### src/rtl/multi_packet_scoreboard.sv
// Multi-packet scoreboard: shadows a FIFO-ordered DUT with an exact occupancy model,
// follows up to NTRACK tagged packets to the exit, and flags data, latency and flag errors.
module multi_packet_scoreboard #(
  parameter int DEPTH   = 8,
  parameter int WIDTH   = 8,
  parameter int NTRACK  = 2,
  parameter int MAX_LAT = 16,
  parameter int CNTWID  = $clog2(DEPTH) + 1,
  parameter int IDW     = (NTRACK > 1) ? $clog2(NTRACK) : 1
) (
  input  logic              clk,
  input  logic              rst,
  input  logic              push,
  input  logic              pop,
  input  logic              start,
  input  logic [WIDTH-1:0]  data_in,
  input  logic [WIDTH-1:0]  data_out,
  input  logic              empty_ref,
  input  logic              full_ref,
  output logic [NTRACK-1:0] trk_busy,
  output logic              check_vld,
  output logic [IDW-1:0]    check_id,
  output logic              mismatch,
  output logic              cap_drop,
  output logic              timeout,
  output logic              occ_err,
  output logic              err_sticky
);

  localparam int AGEW = (MAX_LAT > 0) ? $clog2(MAX_LAT + 1) : 1;
  localparam logic [AGEW-1:0] AGE_MAX  = AGEW'(MAX_LAT);
  localparam logic [AGEW-1:0] AGE_TRIP = (MAX_LAT > 0) ? AGEW'(MAX_LAT - 1) : '0;

  // trk_busy mirrors the per-tracker state and doubles as the FSM debug view.
  typedef enum logic {TRK_IDLE = 1'b0, TRK_TRACKING = 1'b1} trk_state_e;

  trk_state_e        state_q [NTRACK];
  trk_state_e        state_d [NTRACK];
  logic [WIDTH-1:0]  data_q  [NTRACK];
  logic [WIDTH-1:0]  data_d  [NTRACK];
  logic [CNTWID-1:0] pos_q   [NTRACK];
  logic [CNTWID-1:0] pos_d   [NTRACK];
  logic [AGEW-1:0]   age_q   [NTRACK];
  logic [AGEW-1:0]   age_d   [NTRACK];
  logic [CNTWID-1:0] occ_q, occ_d;
  logic              err_q, err_d;

  logic              empty, full, acc_push, acc_pop;
  logic              cap_any, cap_en;
  logic [IDW-1:0]    cap_idx;
  logic [NTRACK-1:0] exit_v, trip_v;
  logic [WIDTH-1:0]  exit_data;

  // Handshake: a push is accepted only when not full, a pop only when not empty;
  // both can be accepted in the same cycle.
  always_comb begin
    empty    = (occ_q == '0);
    full     = (occ_q == CNTWID'(DEPTH));
    acc_push = push & ~full;
    acc_pop  = pop & ~empty;
    occ_d    = occ_q + CNTWID'(acc_push) - CNTWID'(acc_pop);
  end

  // Lowest-index idle tracker wins the capture; the exiting tracker is still busy here.
  always_comb begin
    cap_any = 1'b0;
    cap_idx = '0;
    for (int i = NTRACK - 1; i >= 0; i--) begin
      if (state_q[i] == TRK_IDLE) begin
        cap_any = 1'b1;
        cap_idx = IDW'(i);
      end
    end
    cap_en = start & acc_push & cap_any;
  end

  always_comb begin
    for (int i = 0; i < NTRACK; i++) begin
      exit_v[i] = (state_q[i] == TRK_TRACKING) & acc_pop & (pos_q[i] == CNTWID'(1));
      trip_v[i] = (MAX_LAT != 0) & (state_q[i] == TRK_TRACKING) &
                  (age_q[i] == AGE_TRIP) & ~exit_v[i];
    end
  end

  always_comb begin
    for (int i = 0; i < NTRACK; i++) begin
      state_d[i] = state_q[i];
      data_d[i]  = data_q[i];
      pos_d[i]   = pos_q[i];
      age_d[i]   = age_q[i];
      case (state_q[i])
        TRK_IDLE: begin
          if (cap_en && (cap_idx == IDW'(i))) begin
            state_d[i] = TRK_TRACKING;
            data_d[i]  = data_in;
            pos_d[i]   = occ_q + CNTWID'(1) - CNTWID'(acc_pop);
            age_d[i]   = '0;
          end
        end
        TRK_TRACKING: begin
          if (exit_v[i]) begin
            state_d[i] = TRK_IDLE;
            pos_d[i]   = '0;
            age_d[i]   = '0;
          end else begin
            if (acc_pop) pos_d[i] = pos_q[i] - CNTWID'(1);
            if (age_q[i] != AGE_MAX) age_d[i] = age_q[i] + AGEW'(1);
          end
        end
        default: state_d[i] = TRK_IDLE;
      endcase
    end
  end

  always_comb begin
    check_id  = '0;
    exit_data = '0;
    for (int i = 0; i < NTRACK; i++) begin
      trk_busy[i] = (state_q[i] == TRK_TRACKING);
      if (exit_v[i]) begin
        check_id  = IDW'(i);
        exit_data = data_q[i];
      end
    end
    check_vld  = |exit_v;
    mismatch   = check_vld & (data_out != exit_data);
    cap_drop   = start & acc_push & ~cap_any;
    timeout    = |trip_v;
    occ_err    = (empty != empty_ref) | (full != full_ref);
    err_sticky = err_q;
    err_d      = err_q | mismatch | timeout | occ_err;
  end

  always_ff @(posedge clk or negedge rst) begin
    if (!rst) begin
      occ_q <= '0;
      err_q <= 1'b0;
      for (int i = 0; i < NTRACK; i++) begin
        state_q[i] <= TRK_IDLE;
        data_q[i]  <= '0;
        pos_q[i]   <= '0;
        age_q[i]   <= '0;
      end
    end else begin
      occ_q <= occ_d;
      err_q <= err_d;
      for (int i = 0; i < NTRACK; i++) begin
        state_q[i] <= state_d[i];
        data_q[i]  <= data_d[i];
        pos_q[i]   <= pos_d[i];
        age_q[i]   <= age_d[i];
      end
    end
  end

endmodule

### config.mk
export PLATFORM = sky130hd
export DESIGN_NAME = multi_packet_scoreboard
export DESIGN_NICKNAME = d
export VERILOG_FILES = /design/src/rtl/multi_packet_scoreboard.sv
export SDC_FILE = /design/constraint.sdc
export NUM_CORES = 1
export LEC_CHECK = 0
export ABC_AREA = 1
export CORE_MARGIN = 1.5
export CORE_UTILIZATION = 55
export DETAILED_ROUTE_END_ITERATION = 16
export PLACE_DENSITY = 0.81
export SYNTH_ARGS = -nofsm -noshare
export SYNTH_HDL_FRONTEND = slang
export SYNTH_SLANG_ARGS = --single-unit
### constraint.sdc
create_clock -name clk -period 2.9 [get_ports clk]
set_input_delay 0.58 -clock clk [delete_from_list [all_inputs] [get_ports clk]]
set_output_delay 0.58 -clock clk [all_outputs]
set_load 0.005 [all_outputs]
# After elaboration in Yosys (flattened, before gate mapping)

Index checks and enable logic that the tools add are counted.
W data, S select, Z words.

Bits in registers: 41
Bits of input ports: 23
Output and inout bits: 9
Logic and storage cells: 99

Add/sub/neg operators: 8
Eq/ne operators: 16
Muxes and demuxes: 28
Bitwise operators: 26
Reductions and logical operators: 11

Operators by type and width:

| kind                  | count |
|---|---|
| $mux W5               | 6 |
| $mux W4               | 6 |
| $pmux W5 S2           | 2 |
| $mux W8               | 2 |
| $pmux W4 S2           | 2 |
| $and A1 B1 Y1         | 14 |
| $ne A3 B1 Y1 const B  | 4 |
| $reduce_and A2 Y1     | 6 |
| $add A5 B1 Y5 const B | 2 |
| $eq A5 B4 Y1 const B  | 2 |
| $ne A5 B5 Y1 const B  | 2 |
| $eq A4 B1 Y1 const B  | 2 |
| $mux W1               | 8 |
| $ne A8 B8 Y1          | 1 |
| $not A1 Y1            | 8 |
| $sub A4 B1 Y4         | 2 |
| $sub A4 B1 Y4 const B | 2 |
| $add A4 B1 Y4         | 1 |
| $add A4 B1 Y4 const B | 1 |
| $eq A4 B4 Y1 const B  | 1 |
| $logic_not A4 Y1      | 1 |
| $ne A2 B1 Y1 const B  | 2 |
| $or A1 B1 Y1          | 4 |
| $pmux W1 S2           | 2 |
| other kinds (3)       | 6 |

# Longest topological paths before layout

Gate-level depths: netlist of run 1.

Word-level depth: 12
Mapped depth: 16
Depth with buffers taken out: 15

# Worst setup path before layout of run 1

OpenSTA, ideal clock, no wires.

Kind: reg2out
Start: register occ_q[2]
End: output mismatch
Arrival time: 1598 ps
Required time: 2320 ps
Slack: 722 ps
Cell stages (with the launch flop): 16
Buffers on the path: 1
Path through: dfrtp_1 -> inv_1 -> ha_1 -> nand2_1 -> nand3_2 -> nor2_4 -> buf_6 -> nand3_1 -> nand2_1 -> nand2_1 -> nand2_1 -> nand2_1 -> nor2_1 -> nand2_1 -> nand2_1 -> inv_1

Word-level cells in the longest chain between the ends: 9
Elaborated cells on any way between the ends: 12
Those cells by class: eq/ne: 1; mux: 2; bitwise: 7; reduce/logical: 2

Ends and longest elaborated chain:

| what                        | RTL line | RTL |
|---|---|---|
| start: declaration          | 45       | `logic [CNTWID-1:0] occ_q, occ_d;` |
| start signal: assignment    | 136      | `occ_q <= '0;` |
| start signal: assignment    | 145      | `occ_q <= occ_d;` |
| $logic_not A4 Y1 *          | 57       | `empty = (occ_q == '0);` |
| $not A1 Y1 *                | 60       | `acc_pop = pop & ~empty;` |
| $and A1 B1 Y1 *             | 60       |  |
| $and A1 B1 Y1 (2 in series) | 79       | `exit_v[i] = (state_q[i] == TRK_TRACKING) & acc_pop & (pos_q[i] == CNTWID'(1));` |
| $mux W8 (2 in series)       | 120      | `if (exit_v[i]) begin` |
| $ne A8 B8 Y1                | 126      | `mismatch = check_vld & (data_out != exit_data);` |
| $and A1 B1 Y1 *             | 126      |  |
| end: declaration            | 23       | `output logic mismatch,` |

Mark *: on every way between the ends. The rest lies on a longest branch, timed or not.

# Worst setup path in the final report of run 1

Start: register pos_q[1] (netlist name)
End: output check_vld

Word-level cells in the longest chain between the ends: 3

Ends and longest elaborated chain:

| what                             | RTL line | RTL |
|---|---|---|
| start: declaration               | 41       | `logic [CNTWID-1:0] pos_q [NTRACK];` |
| start signal: indexed assignment | 150      | `pos_q[i] <= pos_d[i];` |
| $eq A4 B1 Y1                     | 79       |  |
| $and A1 B1 Y1                    | 79       |  |
| $reduce_or A2 Y1                 | 125      | `check_vld = \|exit_v;` |
| end: declaration                 | 21       | `output logic check_vld,` |

No other way between the ends.

==> impl_metrics.json, run 1 <==
{
  "postSynthCellCount": 312,
  "maxClockFrequency_mhz": 358,
  "period_minus_slack_ps": 2800,
  "yosysWarnings": 0,
  "hold_viol_final": 0,
  "grt_pass1_vias": 2282,
  "root_buffer": "clkbuf_8",
  "synth_cell_types": 34,
  "status": "complete, no violations",
  "grt_max_degree": 42,
  "r2r_end": "occ_q[2]",
  "cp_cell_sequence": "inv_2 -> ha_2 -> nor3b_4 -> nand3_4 -> inv_6 -> buf_4 -> nor2_1 -> inv_1 -> buf_4 -> clkdlybuf4s50_1",
  "grt_use_total": 0.257,
  "cpMostUsedCell": "buf_4",
  "cpPeakStageDelay_ps": 480,
  "gp_congestion": 0.827,
  "syn_to_final_growth_pct": 29.5,
  "cts_buffers": 5,
  "clkLatencyLatePin_ps": 300,
  "relSlewSlack": 0.378,
  "overflow": 0,
  "clock_skew_ps": 9.14,
  "worst_slew_pin_slew_ps": 933,
  "slew_viol_final": 0,
  "maxCapViolCount": 0,
  "drive_above_1_share": 0.183,
  "hold_class": "input pin to async pin",
  "grt_pass1_wl_um": 10200,
  "peakVddDrop_mv": 0.528,
  "p_per_area_nw_per_um2": 935,
  "arrival_ps": 2220,
  "clkTransAtPathRegs_ps": 80,
  "die_w_um": 70.9,
  "cts_tree": "done",
  "fin_crit_sh": 0.964,
  "dp_hpwl_um": 4130,
  "avgSynthCellArea_um2": 8.14,
  "finalWorstSetupSlack_ps": 104,
  "post-route-drc-count": 0,
  "clockBufferDepth": 2,
  "start_util": 0.579,
  "crit_required_ps": 2320,
  "vias": 2320,
  "leakage_uw": 0.00166,
  "postRouteAntennaNets": 0,
  "end_kind": "primary output",
  "final_util": 0.750,
  "syn_area_um2": 2540,
  "antennaDiodeCount": 0,
  "htreeDepth": 2,
  "die_h_um": 70.9,
  "startpoint": "pos_q[1]",
  "ys_seq_elements": 41,
  "dr.first_iter.drc_count": 221,
  "dieArea_um2": 5030,
  "antenna_found_initial": 0,
  "yosysSeqAreaShare": 0.404,
  "io_buffers": 31,
  "setup_viol": 0,
  "core-area_um2": 4380,
  "layout.nets": 414,
  "critPathSlowestCell": "clkdlybuf4s50_1",
  "cp_max_fo": 8,
  "endpoint": "check_vld",
  "dp_slack_ps": -308,
  "wl_per_cell_um": 14.2,
  "critPathKind": "register to primary output",
  "finalWirelength_um": 6030,
  "startpoint_type": "register",
  "clock_sinks": 41,
  "row_count": 24,
  "r2r_cells": 11,
  "dr.pass1.iters": 4,
  "routed_via_density": 5.47,
  "reg2reg_from": "occ_q[2]",
  "fin_setup_tns_ps": 0,
  "ios": 32,
  "syn_nets": 355,
  "regToRegSetupSlack_ps": 670
}
==> cells in the mapped netlist <==
library cell / instances / area, um2
o21ai_2: 1 / 8.76
o22ai_1: 2 / 12.5
o21ai_0: 30 / 150
nand2_1: 71 / 267
nor3_1: 4 / 20.0
nor3b_4: 1 / 18.8
a21boi_4: 1 / 18.8
clkbuf_1: 2 / 7.51
xor2_1: 6 / 52.6
buf_6: 2 / 22.5
a21oi_1: 13 / 65.1
inv_2: 2 / 7.51
nand3b_1: 7 / 52.6
nand3_2: 2 / 20.0
nor2_2: 3 / 18.8
nor2_4: 1 / 11.3
nand4_2: 1 / 12.5
nand3_1: 26 / 130
ha_1: 19 / 238
clkinv_1: 1 / 3.75
fa_1: 1 / 20.0
o211ai_1: 2 / 15.0
a21oi_2: 2 / 17.5
nor3_2: 1 / 10.0
a22o_1: 1 / 8.76
nor2_1: 8 / 30.0
a221oi_1: 2 / 17.5
xnor2_1: 4 / 35.0
nand2_2: 1 / 6.26
dfrtp_1: 41 / 1030
nor3b_2: 1 / 12.5
buf_2: 1 / 5.00
or2_2: 1 / 6.26
inv_1: 51 / 191
==> metrics by stage <==
| stage | cells | area (um2) | hold slack (ps) | total power [uW] |
|---|---|---|---|---|
| CTS | 421 | 3210 | 442 | 3010 |
| global placement | 406 | 2990 | 468 | 2350 |
| finish | 424 | 3290 | 419 | 3070 |
| floorplan | 312 | 2540 | 284 | 1960 |
| global route | 424 | 3290 | 499 | 3340 |
| detailed placement | 406 | 2990 | 478 | 2420 |
==> cell usage in the layout (no fill, tap or decap), types with 2 or more instances in the layout <==
master / count
nand2_1: 69
inv_1: 48
dfrtp_1: 41
o21ai_0: 30
clkdlybuf4s50_1: 27
buf_4: 22
nand3_1: 20
ha_1: 16
a21oi_1: 13
nor2_1: 8
nand3b_1: 7
xor2_1: 6
clkbuf_8: 6
inv_2: 5
nand3_2: 5
xnor2_1: 4
nor3_1: 4
nor2_4: 3
nand3_4: 3
buf_6: 3
nor2_2: 2
nand2_2: 2
a221oi_1: 2
o22ai_1: 2
a21oi_2: 2
o211ai_1: 2
ha_2: 2
==> state kept, by name, indices dropped and copies added (netlist names) <==
name / flops
data_q: 16
age_q: 10
pos_q: 8
occ_q: 4
trk_busy: 2
err_sticky: 1
==> worst min-delay path by stage <==
stage          slack, ps          to  depth (start not counted)
2_1_floorplan        280    age_q[0]                          0
3_3_place_gp         470  data_q[11]                          2
3_5_place_dp         480   data_q[3]                          2
4_1_cts              440    occ_q[0]                          1
5_1_grt              500    age_q[1]                          1
6_report             420    pos_q[5]                          1
==> area by class of cell <==
cell class,instances,area [um2]
multi-input combinational,213,1370
timing repair buffer,56,500
clock buffer,7,86.3
tap,52,65.1
inverter,54,208
sequential,41,1030
fill,328,1100
clock inverter,1,30.0
==> cell families (layout without fill, tap and decap cells) <==
logic type / Yosys count / count (layout) / synth area share
xor gates and xnor gates: 10 / 10 / 0.0345
and+or+nand+nor: 128 / 129 / 0.242
AOI/OAI and AO/OA: 54 / 54 / 0.124
adders and majority gates: 20 / 20 / 0.102
buffers and inverters: 59 / 118 / 0.0936
DFF: 41 / 41 / 0.404
==> where the power goes <==
part	total, uW	leakage [uW]	internal (uW)	switching, uW
Clock	488	0.0000585	281	208
Sequential	1060	0.000493	848	214
Combinational	1520	0.00111	671	852
Total	3070	0.00166	1800	1270
==> timing repair <==
action | in CTS | in global routing
setup buffers | 6 | 3
hold endpoints to repair | 0 | 0
resized for setup | 15 | 17
cloned | 1 | 0
pin swaps | 4 | 9
hold buffers | 0 | 0
endpoints found under the setup margin | 3 | 2
==> worst max-delay path: cells and delay by family, from the launching register on <==
kind                       cells  cell delay [ps]
adders and majority gates      1              150
DFF                            1              390
buffers and inverters          6              940
and+or+nand+nor                3              440
==> routing by layer <==
layer | part of all wire | track usage | vias to the layer above
met1 | 0.45 | 0.357 | 1109
met4 | 0.021 | 0.119 | 0
met5 | 0 | 0 | -
met2 | 0.48 | 0.396 | 72
met3 | 0.046 | 0.0427 | 14
li1 | - | - | 1125
Note: power is estimated with default switching activity, not from simulation.
==> run 2, diff against run 1 <==
--- a/config.mk
+++ b/config.mk
@@ -9,7 +9,9 @@
 export CORE_MARGIN = 1.5
 export CORE_UTILIZATION = 55
 export DETAILED_ROUTE_END_ITERATION = 16
+export GPL_ROUTABILITY_DRIVEN = 0
 export PLACE_DENSITY = 0.81
 export SYNTH_ARGS = -nofsm -noshare
 export SYNTH_HDL_FRONTEND = slang
 export SYNTH_SLANG_ARGS = --single-unit
+export TNS_END_PERCENT = 50
==> run 2 against run 1 <==
- sequential power about the same
- sequential share of layout area up 0.12 points
- first-iteration DRC count up 8.1%
- combinational power about the same
- non-clock buffer count down 1
- via count up 0.22%
- clock power about the same
- design area down 0.38%
- critical path depth unchanged
- highest routed layer unchanged
- routed wire length about the same
==> impl_metrics.json, run 2 (synthesized netlist as in run 1, its figures left out) <==
{
  "status": "complete, no violations",
  "regMostFlops": "data_q",
  "row_count": 24,
  "finalWirelength_um": 6030,
  "cts_buffers": 5,
  "die_h_um": 70.9,
  "end_kind": "primary output",
  "peakVddDrop_mv": 0.527,
  "ios": 32,
  "period_minus_slack_ps": 2800,
  "dp_hpwl_um": 4130,
  "clockBufferDepth": 2,
  "largest_register_ff_count": 16,
  "r2r_cells": 11,
  "clock_skew_ps": 9.78,
  "slew_viol_final": 0,
  "maxClockFrequency_mhz": 357,
  "p_per_area_nw_per_um2": 937,
  "start_util": 0.579,
  "layout.nets": 413,
  "clock_sinks": 41,
  "met1_length_um": 2740,
  "cp_max_fo": 8,
  "antennaDiodeCount": 0,
  "io_buffers": 31,
  "power_uw": 3070,
  "maxCapViolCount": 0,
  "reg2reg_from": "occ_q[2]",
  "worst_slew_pin_slew_ps": 920,
  "startpoint_type": "register",
  "clkTransAtPathRegs_ps": 80,
  "dieArea_um2": 5030,
  "grt_pass1_wl_um": 10200,
  "post-route-drc-count": 0,
  "core-area_um2": 4380,
  "htreeDepth": 2,
  "rsz0062_at_grt": "false",
  "drive_above_1_share": 0.178,
  "clkLatencyLatePin_ps": 300,
  "grt_max_degree": 42,
  "final_cell_mix": "nand2_1 (69), inv_1 (48), dfrtp_1 (41)",
  "topRoutingLayerUsed": "met4",
  "dr.pass1.iters": 5,
  "relSlewSlack": 0.387,
  "final_common_cell": "nand2_1",
  "hold_viol_final": 0,
  "postRouteAntennaNets": 0,
  "vias": 2325,
  "r2r_end": "occ_q[2]",
  "top_regs": "data_q: 16 flops, age_q: 10 flops, pos_q: 8 flops",
  "cts_tree": "done",
  "syn_to_final_growth_pct": 29.0,
  "critPathKind": "register to primary output",
  "antenna_found_initial": 0,
  "grt_use_total": 0.256,
  "arrival_ps": 2220,
  "overflow": 0,
  "hold_class": "input pin to async pin",
  "leakage_uw": 0.00166,
  "dr.first_iter.drc_count": 239,
  "setup_viol": 0,
  "wl_met2_um": 2850,
  "grt_pass1_vias": 2282,
  "wl_per_cell_um": 14.3,
  "final_util": 0.747,
  "crit_required_ps": 2320,
  "die_w_um": 70.9,
  "regToRegSetupSlack_ps": 660,
  "wl_met3_um": 292,
  "routed_via_density": 5.50,
  "fin_crit_sh": 0.965,
  "root_buffer": "clkbuf_8"
}
## run 2: final cells by class
cell class | instances | area [um2]
fillers | 332 | 1110
repair buffers | 55 | 493
inverters | 54 | 208
clock buffers | 7 | 86.3
well taps | 52 | 65.1
clock inverters | 1 | 30.0
multi-input cells | 213 | 1370
flip-flops and latches | 41 | 1030
## run 2: power by group
group	leakage (uW)	total (uW)	switching [uW]	internal [uW]
sequential	0.000493	1060	213	848
combinational	0.00110	1520	852	668
clock	0.0000585	488	207	281
## run 2: timing repair
action,4_1_cts,5_1_grt
setup endpoints to repair,3,2
gates resized for setup,14,17
cloned,1,0
hold buffers,0,0
setup buffers,5,3
pin swaps,3,9
## run 2: critical path, cell delays in order, from the launching register on
cell,delay [ps]
dfrtp_1,390
inv_2,60
ha_2,150
nor3b_4,240
nand3_4,160
inv_6,120
buf_4,120
nor2_1,30
inv_1,60
buf_4,100
clkdlybuf4s50_1,480
## run 2: stage by stage
| step | hold WS, ps | setup WS [ps] | cells | instance area [um2] | TNS, ps |
|---|---|---|---|---|---|
| after global routing | 499 | 0.138 | 423 | 3270 | 0 |
| after detailed placement | 478 | -308 | 406 | 2990 | -557 |
| final | 412 | 102 | 423 | 3270 | 0 |
| after global placement | 468 | -264 | 406 | 2990 | -462 |
| after floorplan | 284 | 722 | 312 | 2540 | 0 |
| after CTS | 442 | -47.3 | 420 | 3210 | -47.3 |
## run 2: worst max path at each step
stage	end	cells past startpoint	slack, ps	from
after global routing	check_vld	10	0.1	pos_q[1]
after detailed placement	mismatch	14	-310	pop
final	check_vld	10	100	pos_q[1]
after global placement	mismatch	14	-260	pop
after floorplan	mismatch	15	720	occ_q[2]
after CTS	timeout	10	-50	occ_q[2]
## run 2: layer usage
metal / track usage / vias to the layer above
li1: - / 1120
met1: 0.356 / 1096
met2: 0.396 / 87
met3: 0.0427 / 22
met4: 0.119 / 0
met5: 0 / -
